<file path="config.mk">
export PLATFORM = sky130hd
export DESIGN_NAME = button_events
export DESIGN_NICKNAME = d
export VERILOG_FILES = /design/src/rtl/button_events.sv
export SDC_FILE = /design/constraint.sdc
export NUM_CORES = 1
export LEC_CHECK = 0
export CAP_MARGIN = 10
export CORE_UTILIZATION = 50
export CTS_CLUSTER_DIAMETER = 60
export DETAILED_ROUTE_END_ITERATION = 10
export PLACE_DENSITY_LB_ADDON = 0.3
export SYNTH_ARGS = -nofsm -noshare
export SYNTH_HDL_FRONTEND = slang
export SYNTH_SLANG_ARGS = --single-unit
</file>
<file path="constraint.sdc">
create_clock -name clk -period 3.2 [get_ports clk]
set_input_delay 0.96 -clock clk [delete_from_list [all_inputs] [get_ports clk]]
set_output_delay 0.96 -clock clk [all_outputs]
set_load 0.02 [all_outputs]
</file>
<file path="src/rtl/button_events.sv">
// Purpose: turns a clean button level into press/release/long/repeat/double-click strobes.
// Latency: every strobe is registered, one cycle after the edge that samples its cause.
// Backpressure: none; the button is sampled every cycle and strobes are never held off.
module button_events #(
  parameter int CTR_WIDTH     = 16,
  parameter int LONG_CYCLES   = 40000,
  parameter int REPEAT_CYCLES = 10000,
  parameter int DCLICK_CYCLES = 12000
) (
  input  logic clk,
  input  logic rst,
  input  logic btn,
  output logic press_pulse,
  output logic release_pulse,
  output logic long_pulse,
  output logic repeat_pulse,
  output logic dclick_pulse,
  output logic held
);

  localparam longint CTR_SPAN = longint'(1) << CTR_WIDTH;

  generate
    if (LONG_CYCLES < 2 || longint'(LONG_CYCLES) > CTR_SPAN) begin : g_bad_long
      $error("button_events: LONG_CYCLES out of range for CTR_WIDTH");
    end
    if (REPEAT_CYCLES < 2 || longint'(REPEAT_CYCLES) > CTR_SPAN) begin : g_bad_repeat
      $error("button_events: REPEAT_CYCLES out of range for CTR_WIDTH");
    end
    if (DCLICK_CYCLES < 2 || longint'(DCLICK_CYCLES) > CTR_SPAN) begin : g_bad_dclick
      $error("button_events: DCLICK_CYCLES out of range for CTR_WIDTH");
    end
  endgenerate

  // Thresholds are compared against the timer value at the edge, so they sit one below the count.
  localparam logic [CTR_WIDTH-1:0] LONG_LAST   = CTR_WIDTH'(LONG_CYCLES - 1);
  localparam logic [CTR_WIDTH-1:0] REPEAT_LAST = CTR_WIDTH'(REPEAT_CYCLES - 1);
  localparam logic [CTR_WIDTH-1:0] DCLICK_LAST = CTR_WIDTH'(DCLICK_CYCLES - 1);

  typedef enum logic [1:0] {
    IDLE = 2'd0,
    DOWN = 2'd1,
    HELD = 2'd2,
    GAP  = 2'd3
  } state_t;

  state_t               state, state_nxt;
  logic [CTR_WIDTH-1:0] timer, timer_nxt, timer_inc;
  logic                 second, second_nxt;
  logic                 btn_q;
  logic                 rise, fall;
  logic                 press_nxt, release_nxt, long_nxt, repeat_nxt, dclick_nxt, held_nxt;

  assign rise      = btn & ~btn_q;
  assign fall      = ~btn & btn_q;
  assign timer_inc = (timer == '1) ? timer : timer + 1'b1;

  always_comb begin
    state_nxt   = state;
    timer_nxt   = timer;
    second_nxt  = second;
    press_nxt   = 1'b0;
    release_nxt = 1'b0;
    long_nxt    = 1'b0;
    repeat_nxt  = 1'b0;
    dclick_nxt  = 1'b0;

    case (state)
      IDLE: begin
        if (rise) begin
          press_nxt  = 1'b1;
          timer_nxt  = '0;
          second_nxt = 1'b0;
          state_nxt  = DOWN;
        end
      end

      DOWN: begin
        // A release on the threshold edge wins over the long-press event.
        if (fall) begin
          release_nxt = 1'b1;
          timer_nxt   = '0;
          second_nxt  = 1'b0;
          state_nxt   = second ? IDLE : GAP;
        end else if (timer == LONG_LAST) begin
          long_nxt  = 1'b1;
          timer_nxt = '0;
          state_nxt = HELD;
        end else begin
          timer_nxt = timer_inc;
        end
      end

      HELD: begin
        if (fall) begin
          release_nxt = 1'b1;
          timer_nxt   = '0;
          state_nxt   = IDLE;
        end else if (timer == REPEAT_LAST) begin
          repeat_nxt = 1'b1;
          timer_nxt  = '0;
        end else begin
          timer_nxt = timer_inc;
        end
      end

      GAP: begin
        // A press landing on the expiry edge still counts as the second click.
        if (rise) begin
          press_nxt  = 1'b1;
          dclick_nxt = 1'b1;
          timer_nxt  = '0;
          second_nxt = 1'b1;
          state_nxt  = DOWN;
        end else if (timer == DCLICK_LAST) begin
          timer_nxt = '0;
          state_nxt = IDLE;
        end else begin
          timer_nxt = timer_inc;
        end
      end

      default: begin
        timer_nxt  = '0;
        second_nxt = 1'b0;
        state_nxt  = IDLE;
      end
    endcase

    held_nxt = (state_nxt == HELD);
  end

  always_ff @(posedge clk) begin
    if (rst) begin
      state         <= IDLE;
      timer         <= '0;
      second        <= 1'b0;
      btn_q         <= 1'b0;
      press_pulse   <= 1'b0;
      release_pulse <= 1'b0;
      long_pulse    <= 1'b0;
      repeat_pulse  <= 1'b0;
      dclick_pulse  <= 1'b0;
      held          <= 1'b0;
    end else begin
      state         <= state_nxt;
      timer         <= timer_nxt;
      second        <= second_nxt;
      btn_q         <= btn;
      press_pulse   <= press_nxt;
      release_pulse <= release_nxt;
      long_pulse    <= long_nxt;
      repeat_pulse  <= repeat_nxt;
      dclick_pulse  <= dclick_nxt;
      held          <= held_nxt;
    end
  end

endmodule

</file>
==> results.json <==
{
  "fin_util_pct": 58.0,
  "clkSinkCount": 26,
  "p_per_area_nw_per_um2": 361,
  "reg2regPathDepth": 7,
  "rows": 19,
  "path_clk_slew_ns": 0.13,
  "avgViaCountPerCell": 6.29,
  "hold_depth": 2,
  "slowest_delay_ns": 0.58,
  "drive_above_1_share_pct": 7.43,
  "post_drt_wl_per_cell_um": 15.9,
  "synth_seq_cells": 26,
  "start_util_pct": 52.8,
  "hp-start": "timer[11]",
  "final.setup.worst_slack_ns": 0.602,
  "slew_headroom_pct": 56.2,
  "cp.depth": 7,
  "synth_warnings": 0,
  "status": "finished clean",
  "syn_inst": 166,
  "fillers": 253,
  "min_period_over_period_pct": 81.2,
  "num_antenna_cells": 0,
  "htree_levels": 1,
  "synth-async-reset-ratio_pct": 0,
  "r2r-start": "timer[0]",
  "cp_data_required_time_ns": 3.42,
  "synth_most_common_cell": "dfxtp_1",
  "synthTopCellsByArea": "dfxtp_1 (36%), ha_1 (6.0%), xor2_1 (5.4%)",
  "p_leak_uw": 0.000559,
  "finalSetupViolations": 0,
  "ys_seq_area_share_pct": 35.8,
  "detail-route-antenna-nets": 0,
  "clk_latency_ns": 0.32,
  "synthesis.nets": 176,
  "grt_pass1_vias": 1246,
  "firstDrtPassIters": 4,
  "path_cells": "ha_1 > or4b_1 > or4_4 > a22o_2 > o31ai_4 > buf_4 > nor3_1",
  "hold_viol": 0,
  "peakVddDrop_uv": 237,
  "layout_min_cycle_time_ns": 2.60,
  "path_buf_inv": 1,
  "cp_max_fo": 15,
  "whs_endpoint": "timer[11]",
  "worstSetupPathType": "reg2reg",
  "dieArea_um2": 3130,
  "numCtsBuffers": 3,
  "grt_use_total_pct": 22.5,
  "hold_buffers": 0,
  "final_max_slew_viol_count": 0,
  "io_buffer_count": 8,
  "worstSetupEndpointType": "flop",
  "fin_skew_ns": 0.00527,
  "cp_top_family": "simple AND/OR/NAND/NOR gates",
  "critical_path_arrival_ns": 2.82,
  "cts_setup_buffers": 0,
  "worstMarginPinSlew_ns": 0.649,
  "drt-total-wl_um": 3280,
  "ctsRootBufferMaster": "clkbuf_4",
  "area_growth_pct": 9.89,
  "drv_cap": 0,
  "reg2reg_setup_slack_ns": 0.60,
  "yosysTopAreaCell": "dfxtp_1",
  "yosys-top-cells-count": "dfxtp_1 (26), nor2_1 (14), nand2_1 (10)",
  "dr.first_iter.drc_count": 67,
  "mappedNetlistArea_um2": 1460,
  "setup_tns_ns": 0,
  "gp_congestion": 0.879,
  "grt_pass1_wl_um": 5620,
  "hold_path_class": "reg2reg",
  "ys.flop_type": "dfxtp_1",
  "fmax_mhz": 385,
  "place_ws_ns": 0.340,
  "r2r-end": "timer[14]",
  "core_region_area_um2": 2760,
  "place_hpwl_um": 2370,
  "cts_buffer_depth": 2,
  "startpoint_type": "flop",
  "vias": 1296,
  "drc_errors": 0,
  "synth-edff-count": 0,
  "nets": 186,
  "grt_setup_unrepaired": "false",
  "critPathSlowestCell": "or4_4",
  "syn_area_per_cell_um2": 8.77,
  "cts_tree": "done",
  "antenna_found_initial": 0,
  "overflow": 0,
  "io_pins": 9,
  "yosysUniqueCellTypes": 45,
  "fp.dieH_um": 55.9,
  "cts-resized-gates": 0,
  "dieWidth_um": 55.9,
  "synth_top_cell_area_share_pct": 35.8,
  "grt_max_degree": 16
}
-- where the power goes --
part / internal (µW) / switching, µW / leakage, µW
clock: 69.7 / 95.7 / 0.0000210
combinational: 31.1 / 46.8 / 0.000328
sequential: 329 / 4.95 / 0.000210
-- through the flow --
| step | hold slack, ns | cells | total power [µW] | area (µm²) |
|---|---|---|---|---|
| after floorplan | 0.481 | 166 | 396 | 1460 |
| after global placement | 0.518 | 202 | 413 | 1560 |
| after detailed placement | 0.522 | 202 | 418 | 1560 |
| after CTS | 0.541 | 206 | 583 | 1600 |
| after global routing | 0.587 | 206 | 602 | 1600 |
| final | 0.551 | 206 | 577 | 1600 |
-- metal layers --
metal | up-vias | global-route usage [%] | routed length (µm)
li1 | 632 | - | -
met4 | 0 | 10.8 | 63
met2 | 34 | 38.2 | 1610
met3 | 9 | 2.79 | 116
met5 | - | 0 | 0
met1 | 621 | 28.3 | 1490
-- final cells by class --
class / instances / area [µm²] / share of cell area (%)
Multi-Input combinational cell: 129 / 886 / 55.4
Tap cell: 31 / 38.8 / 2.43
Clock buffer: 4 / 36.3 / 2.27
Timing Repair Buffer: 10 / 95.1 / 5.95
Inverter: 6 / 22.5 / 1.41
Sequential cell: 26 / 520 / 32.6
-- placed cells by master (no fill, tap or decap), types with 2 or more instances in the layout --
cell type | synthesis | layout
ha_1 | 7 | 7
nand3_1 | 4 | 4
or4_1 | 2 | 2
inv_1 | 6 | 6
nand4_1 | 3 | 3
a21oi_1 | 8 | 8
or4b_1 | 2 | 2
nor2_1 | 14 | 14
and3_1 | 7 | 7
o21ai_0 | 5 | 5
nor4_1 | 3 | 3
xor2_1 | 9 | 9
buf_4 | 0 | 2
nand2b_1 | 3 | 3
and2_1 | 3 | 3
nand2_1 | 10 | 10
clkbuf_4 | 0 | 3
nor2b_1 | 3 | 3
a31oi_1 | 2 | 2
o41ai_1 | 2 | 2
mux2i_1 | 3 | 3
and4_1 | 2 | 2
o2111ai_1 | 4 | 4
clkdlybuf4s50_1 | 0 | 8
nor3_1 | 9 | 9
dfxtp_1 | 26 | 26
o211ai_1 | 5 | 5
-- state kept, by name, indices dropped and copies added (netlist names) --
| name | count |
|---|---|
| long_pulse | 1 |
| held | 1 |
| btn_q | 1 |
| repeat_pulse | 1 |
| timer | 16 |
| release_pulse | 1 |
| second | 1 |
| press_pulse | 1 |
| dclick_pulse | 1 |
| state | 2 |
-- worst max path at each step --
stage              from   endpoint  slack, ns
5_1_grt        timer[0]  timer[15]       0.47
2_1_floorplan  timer[0]   timer[1]       0.74
6_report       timer[0]  timer[14]       0.60
3_3_place_gp        btn  timer[14]       0.40
3_5_place_dp        btn  timer[14]       0.34
4_1_cts        timer[0]  timer[14]       0.58
-- worst register-to-register path, delay by kind of cell, from the launching register on --
kind / cells / cell delay [ns]
adder cells (fa/ha/maj): 1 / 0.26
flip-flops: 1 / 0.41
AO/OA/AOI/OAI: 2 / 0.50
AND/OR/NAND/NOR: 3 / 1.11
buffers and inverters: 1 / 0.23
-- cell families after synthesis --
group / Yosys count / share of synthesized area (%)
AND/OR/NAND/NOR: 74 / 29.1
XOR/XNOR: 10 / 6.02
adder cells (fa/ha/maj): 7 / 6.02
AO/OA/AOI/OAI: 35 / 17.7
flip-flops: 26 / 35.8
buffers and inverters: 11 / 3.35
multiplexers: 3 / 2.06
Note: power is estimated with default switching activity, not from simulation.
